--- src/rtl/alu_operand_stage.sv ---
`default_nettype none
// ============================================================================
//  Module   : alu_operand_stage
//  Brief    : Operand-fetch stage ahead of the ALU. Holds the register file
//             with writeback bypass, forms the second operand from a register
//             or an extended immediate, and presents operands through a
//             registered valid/ready output backed by a one-entry skid slot.
//  Revision : 1.0  initial release
// ============================================================================
module alu_operand_stage #(
    parameter int DATA_W = 16,
    parameter int ADDR_W = 4,
    parameter int IMM_W  = 8
) (
    input  logic              CLK,
    input  logic              Reset,
    input  logic              InValid,
    output logic              InReady,
    input  logic [ADDR_W-1:0] Rs1Addr,
    input  logic [ADDR_W-1:0] Rs2Addr,
    input  logic [IMM_W-1:0]  ImmData,
    input  logic              UseImm,
    input  logic [2:0]        ALUOpIn,
    input  logic              WrEn,
    input  logic [ADDR_W-1:0] WrAddr,
    input  logic [DATA_W-1:0] WrData,
    output logic              OutValid,
    input  logic              OutReady,
    output logic [DATA_W-1:0] FirstOperand,
    output logic [DATA_W-1:0] SecondOperand,
    output logic [2:0]        ALUOpOut
);

    localparam int NREGS = 2 ** ADDR_W;

    // EMPTY: nothing held; MAIN: output register valid; FULL: skid also valid
    typedef enum logic [1:0] {
        EMPTY = 2'd0,
        MAIN  = 2'd1,
        FULL  = 2'd2
    } state_t;

    state_t              state_q, state_d;
    logic [DATA_W-1:0]   rf_q [NREGS];
    logic [DATA_W-1:0]   rf_d [NREGS];
    logic [DATA_W-1:0]   main_a_q, main_a_d, main_b_q, main_b_d;
    logic [2:0]          main_op_q, main_op_d;
    logic [DATA_W-1:0]   skid_a_q, skid_a_d, skid_b_q, skid_b_d;
    logic [2:0]          skid_op_q, skid_op_d;

    logic                wr_ok;
    logic [DATA_W-1:0]   rs1_val, rs2_val, imm_ext, new_b;
    logic                accept, transfer;

    assign wr_ok = WrEn && (WrAddr != '0);

    // Register reads with same-cycle writeback bypass; R0 is hard-wired to zero
    always_comb begin
        rs1_val = rf_q[Rs1Addr];
        rs2_val = rf_q[Rs2Addr];
        if (wr_ok && (WrAddr == Rs1Addr)) rs1_val = WrData;
        if (wr_ok && (WrAddr == Rs2Addr)) rs2_val = WrData;
        if (Rs1Addr == '0) rs1_val = '0;
        if (Rs2Addr == '0) rs2_val = '0;
    end

    // Shift amounts (ops 4 and 5) are unsigned; all other immediates are signed
    always_comb begin
        if ((ALUOpIn == 3'd4) || (ALUOpIn == 3'd5))
            imm_ext = {{(DATA_W-IMM_W){1'b0}}, ImmData};
        else
            imm_ext = {{(DATA_W-IMM_W){ImmData[IMM_W-1]}}, ImmData};
        new_b = UseImm ? imm_ext : rs2_val;
    end

    // Register file next-state: single write port, R0 never written
    always_comb begin
        rf_d = rf_q;
        if (wr_ok) rf_d[WrAddr] = WrData;
    end

    // InReady depends only on registered state, never on OutReady
    assign InReady  = (state_q != FULL);
    assign OutValid = (state_q != EMPTY);
    assign accept   = InValid && InReady;
    assign transfer = OutValid && OutReady;

    assign FirstOperand  = main_a_q;
    assign SecondOperand = main_b_q;
    assign ALUOpOut      = main_op_q;

    // Output-register / skid-slot sequencing; entries move strictly in order
    always_comb begin
        state_d   = state_q;
        main_a_d  = main_a_q;
        main_b_d  = main_b_q;
        main_op_d = main_op_q;
        skid_a_d  = skid_a_q;
        skid_b_d  = skid_b_q;
        skid_op_d = skid_op_q;
        case (state_q)
            EMPTY: begin
                if (accept) begin
                    main_a_d  = rs1_val;
                    main_b_d  = new_b;
                    main_op_d = ALUOpIn;
                    state_d   = MAIN;
                end
            end
            MAIN: begin
                if (accept && transfer) begin
                    main_a_d  = rs1_val;
                    main_b_d  = new_b;
                    main_op_d = ALUOpIn;
                end else if (accept) begin
                    skid_a_d  = rs1_val;
                    skid_b_d  = new_b;
                    skid_op_d = ALUOpIn;
                    state_d   = FULL;
                end else if (transfer) begin
                    state_d   = EMPTY;
                end
            end
            FULL: begin
                if (transfer) begin
                    main_a_d  = skid_a_q;
                    main_b_d  = skid_b_q;
                    main_op_d = skid_op_q;
                    state_d   = MAIN;
                end
            end
            default: state_d = EMPTY;
        endcase
    end

    // All state, including the register file, clears on asynchronous reset
    always_ff @(posedge CLK or posedge Reset) begin
        if (Reset) begin
            state_q   <= EMPTY;
            main_a_q  <= '0;
            main_b_q  <= '0;
            main_op_q <= '0;
            skid_a_q  <= '0;
            skid_b_q  <= '0;
            skid_op_q <= '0;
            for (int i = 0; i < NREGS; i++) rf_q[i] <= '0;
        end else begin
            state_q   <= state_d;
            main_a_q  <= main_a_d;
            main_b_q  <= main_b_d;
            main_op_q <= main_op_d;
            skid_a_q  <= skid_a_d;
            skid_b_q  <= skid_b_d;
            skid_op_q <= skid_op_d;
            for (int i = 0; i < NREGS; i++) rf_q[i] <= rf_d[i];
        end
    end

endmodule
`default_nettype wire

--- config.mk ---
export PLATFORM = sky130hd
export DESIGN_NAME = alu_operand_stage
export DESIGN_NICKNAME = d
export VERILOG_FILES = /design/src/rtl/alu_operand_stage.sv
export SDC_FILE = /design/constraint.sdc
export NUM_CORES = 1
export LEC_CHECK = 0
export CORE_AREA = 3 3 172 174
export CTS_CLUSTER_SIZE = 24
export DETAILED_ROUTE_END_ITERATION = 7
export DIE_AREA = 0 0 175 177
export GPL_TIMING_DRIVEN = 0
export PLACE_DENSITY = 0.88
export SYNTH_ARGS = -nofsm -noshare
export SYNTH_HDL_FRONTEND = slang
export SYNTH_SLANG_ARGS = --single-unit
--- constraint.sdc ---
create_clock -name CLK -period 12.2 [get_ports CLK]
set_input_delay 1.22 -clock CLK [delete_from_list [all_inputs] [get_ports CLK]]
set_output_delay 1.22 -clock CLK [all_outputs]
set_load 0.02 [all_outputs]
# After elaboration in Yosys (flattened, before gate mapping)
# Cells that the tools add are included.
# classes
add_sub_neg	0
n_mul	0
div_mod_pow	0
magnitude_cmp	4
eq_ne	12
shift	0
n_mux	33
n_bitwise	4
n_reduce_logical	17
# ops
operator	n
two-way mux 16 bit	17
bitwise mux 256 bit	1
binary-select mux 16 bit (select 4 bit)	2
case mux 16 bit (3 select lines)	2
demux 16 bit (select 4 bit)	1
>= comparator 5 bit, second input constant	3
inverter 4 -> 5 bit	3
two-way mux 2 bit	5
inequality test 2 bit, second input constant	5
two-way mux 3 bit	3
case mux 3 bit (3 select lines)	1
== test 4 bit	2
logical NOT 4 bit	2
AND reduction 4 bit	2
logical AND 1 bit	7
== test 3 bit, second input constant	2
case mux 2 bit (3 select lines)	1
< comparator 5 x 1 -> 1 bit, second input constant	1
nonzero test 4 bit	1
inequality test 3 bit, second input constant	1
AND reduction 3 bit	1
nonzero test 3 bit	1
== test 2 x 1 -> 1 bit, second input constant	1
== test 2 bit, second input constant	1
4 further kinds	4
# totals
register_bits	328
latch_bits	0
ram_bits	0
romBits	0
input_bits	45
out_inout_bits	37
wordCells	93
mem_count	0

# Longest topological paths before layout
# logic_depth
word_depth	9
mapped_depth	9
ltp_nobuf	6

# Least setup slack after synthesis
# No wires, ideal clock.
# synth_timing
kind	input-to-reg
start	in Rs1Addr[1]
end	reg skid_a_q[15]
setup_ps	126
t_arrival_ps	2855
required_ps	12074
path_slack_ps	9219
path_stages	5
n_path_buf	2
cell_sequence	buf_2 clkbuf_1 mux4_2 mux4_2 a221o_1
# synth_via
elab_chain_len	6
elab_cells_between_ends	9
cone_classes	eq/ne: 1; mux: 5; bitwise: 1; reduce/logical: 2
# synth_lines
element	line_no	rtl
start, declared	19	input logic [ADDR_W-1:0] Rs1Addr,
inverter 4 -> 5 bit (not written as such)	59	rs1_val = rf_q[Rs1Addr];
binary-select mux 16 bit (select 4 bit)	59	
two-way mux 16 bit (not written as such) (2 in series)	59	
two-way mux 16 bit	61	if (wr_ok && (WrAddr == Rs1Addr)) rs1_val = WrData;
two-way mux 16 bit (*)	63	if (Rs1Addr == '0) rs1_val = '0;
end signal, assigned	152	skid_a_q <= skid_a_d;
end, declared	48	logic [DATA_W-1:0] skid_a_q, skid_a_d, skid_b_q, skid_b_d;
# Mark *: on every way between the ends. The rest lies on a longest branch, timed or not. The select of a mux whose other input is x is not followed.
# A chain may end at the register's enable or synchronous reset.

# Final worst setup path
# layout_timing
start	reg state_q[1]
end	out InReady
# layout_via
elab_chain_len	1
# layout_lines
element	line_no	rtl
start, declared	43	state_t state_q, state_d;
start signal, assigned	148	state_q <= state_d;
inequality test 2 bit	83	assign InReady = (state_q != FULL);
end, declared	18	output logic InReady,
# Every way passes these cells.

==> impl_metrics.toml <==
[outcome]
status = "finished clean"

[layout]
layout-drive-gt1-share_pct = 32.0
final_cell_count_no_fill = 1777
final_area_um2 = 19500
syn_to_final_growth_pct = 13.7
fin_nets = 1421
antennaDiodeCount = 0

[floorplan]
die-area_um2 = 31000
pin_count = 82
fp.dieH_um = 177
row_count = 61
start_util_pct = 61.6
die_w_um = 175
core-area_um2 = 27900

[critical_path]
cp.arrival_ns = 2.98
critPathRequiredTime_ns = 10.98
crit_type = "reg2out"
end_kind = "output pin"
cp_max_fo = 10
startpoint_type = "flip-flop"

[run]
maxCapViolCount = 0

[synth]
synthAdderAreaFrac_pct = 0
synth_top_area_share_pct = 47.7
yosysMostFrequentCell = "dfrtp_1"
syn_inst = 1269
synth-simple-area-share_pct = 6.05
synth_area_per_cell_um2 = 13.6
synth_ff_type = "dfrtp_1"
synth_top_family_by_area = "multiplexers"
syn-cell-area_um2 = 17200
ys_top_cells_by_count = "dfrtp_1, mux2_2, mux4_2"
yosysWarnings = 0
synth-edff-count = 0
synth.area.mux_share_pct = 34.5
synth-compound-area-share_pct = 7.57
syn-num-nets = 1314
ys_seq_area_share_pct = 47.7
async_reset_ff_share_pct = 100
ys_seq_elements = 328
synth.distinct_cells = 49
synth_xor_xnor_area_share_pct = 0.407
synth_top_area_cell = "dfrtp_1"
synth.area.top_cells = "dfrtp_1, mux2_2, mux4_2"

[routing]
avgRoutedWirePerCell_um = 30.0
finalWirelength_mm = 53.4
drt_iter0_markers = 2311
vias = 13300
top_layer_used = "met4"
routed-wl-met2_mm = 24.4
met3_length_mm = 6.64
ant_nets = 0
viasPerCell = 7.49
drc = 0
dr.pass1.iters = 6
wl_met1_mm = 18.3

[clock_network]
numClockSinks = 328
clockBufferDepth = 3
cts-buffers-inserted = 34
clock_latency_ns = 0.52
cts_tree = "yes"
clk_pin_slew_worst_paths_ns = 0.06
hold_buffers = 0
cts_resized = 0
cts-root-buf = "clkbuf_16"
h-tree-depth = 2
postCtsSetupBuffers = 0

[timing]
rsz0062_at_grt = "false"
setup_violations = 0
timing.slew.headroom_pct = 23.3
final_max_slew_viol_count = 0
min_period_ns = 4.20
finClkSkew_ns = 0.0206
hold_viol = 0
fmax_ghz = 0.238
finalCritPeriodShare_pct = 34.5
worstMarginPinSlew_ns = 1.15

[power_and_ir_drop]
leakage_nw = 8.18
power.internal_mw = 2.50
powerDensity_nw_per_um2 = 183
p_sw_mw = 1.08
seqPwrFrac_pct = 43.8
clkPwrFrac_pct = 30.1
switching_share_pct = 30.1
comb_power_share_pct = 26.1
vdd_drop_max_v = 0.0000912

[hold_path]
holdCritPathClass = "reg2reg"

[global_route]
antenna_found_initial = 0
grt_pass1_vias = 13700
overflow = 0
grt_first_pass_wirelength_mm = 81.3
grtUsageTotal_pct = 34.6
grt_max_degree = 130

[placement]
port_buffers = 69
dp_hpwl_mm = 34.9
dp_cells = 1718
place_congestion = 0.953
dpl-instance-area_um2 = 18400
[final timing paths]
| kind | start | endpoint | slack, ns | depth (start not counted) |
|---|---|---|---|---|
| worst min-delay path | skid_op_q[1] | skid_op_q[1] | 0.48 | 2 |
| worst max register to register | state_q[1] | FirstOperand[11] | 9.54 | 6 |
| worst min register to register | skid_op_q[1] | skid_op_q[1] | 0.48 | 2 |
| worst max-delay path | state_q[1] | InReady | 8.00 | 5 |
| min in group asynchronous | Reset | rf_q[90] | 1.17 | 2 |
| max in group asynchronous | Reset | rf_q[100] | 9.41 | 4 |
[cells in the final DEF, fill, tap and decap left out, types with 29 or more instances in the layout]
cell type / count
nand2_1: 44
nand3_1: 40
clkdlybuf4s50_1: 69
nor2_1: 56
clkbuf_1: 98
mux2_2: 237
mux4_2: 117
a22oi_1: 34
clkbuf_16: 35
a21oi_1: 33
buf_2: 29
a31oi_1: 36
dfrtp_1: 328
[layout make-up]
cell class | instances | area, µm²
Buffer | 132 | 622
Clock buffer | 49 | 968
Clock inverter | 10 | 154
Fill cell | 1724 | 8390
Inverter | 5 | 26.3
Multi-Input combinational cell | 804 | 8350
Sequential cell | 328 | 8210
Tap cell | 378 | 473
Timing Repair Buffer | 71 | 746
[power groups by stage]
| stage | logic [mW] | clock network [mW] | registers [mW] |
|---|---|---|---|
| 5_1_grt | 0.984 | 1.11 | 1.59 |
| 4_1_cts | 0.916 | 1.07 | 1.55 |
| 3_3_place_gp | 0.862 | 0 | 1.53 |
| 6_report | 0.932 | 1.08 | 1.57 |
| 2_1_floorplan | 0.604 | 0 | 1.54 |
| 3_5_place_dp | 0.899 | 0 | 1.56 |
[metrics by stage]
stage | setup WS [ns] | hold WS, ns | utilization [%] | total power [mW] | TNS (ns)
floorplan | 1.90 | 0.438 | - | 2.15 | 0
global placement | -1.78 | 0.451 | 65.7 | 2.39 | -572.03
detailed placement | 7.91 | 0.465 | 65.9 | 2.46 | 0
CTS | 8.13 | 0.479 | 70.0 | 3.53 | 0
global route | 7.94 | 0.493 | 70.0 | 3.68 | 0
finish | 8.00 | 0.480 | 70.0 | 3.58 | 0
[critical path: stages (launching register included)]
cell             delay [ns]
dfrtp_1                0.44
nor2b_1                0.25
inv_1                  0.14
clkbuf_1               0.44
clkbuf_1               0.48
clkdlybuf4s50_1        0.70
[sequential cells by signal (all words and copies together), names as in the netlist]
register and cells:
rf_q 256, FirstOperand 16, skid_a_q 16, ALUOpOut 3, SecondOperand 16, skid_op_q 3
skid_b_q 16, state_q 2
[per-layer routing]
layer | global-route usage (%) | vias up
met5 | 0 | -
met4 | 21.4 | 0
met3 | 10.0 | 346
met2 | 55.0 | 1175
met1 | 42.3 | 6696
li1 | - | 5089
[cell families (layout without fill, tap and decap cells)]
kind of cell | after synthesis | count (layout)
compound gates | 194 | 194
xor+xnor | 8 | 8
buf+inv | 137 | 267
flops | 328 | 328
mux | 389 | 389
simple gates | 213 | 213
Power figures use the tool's default switching activity.
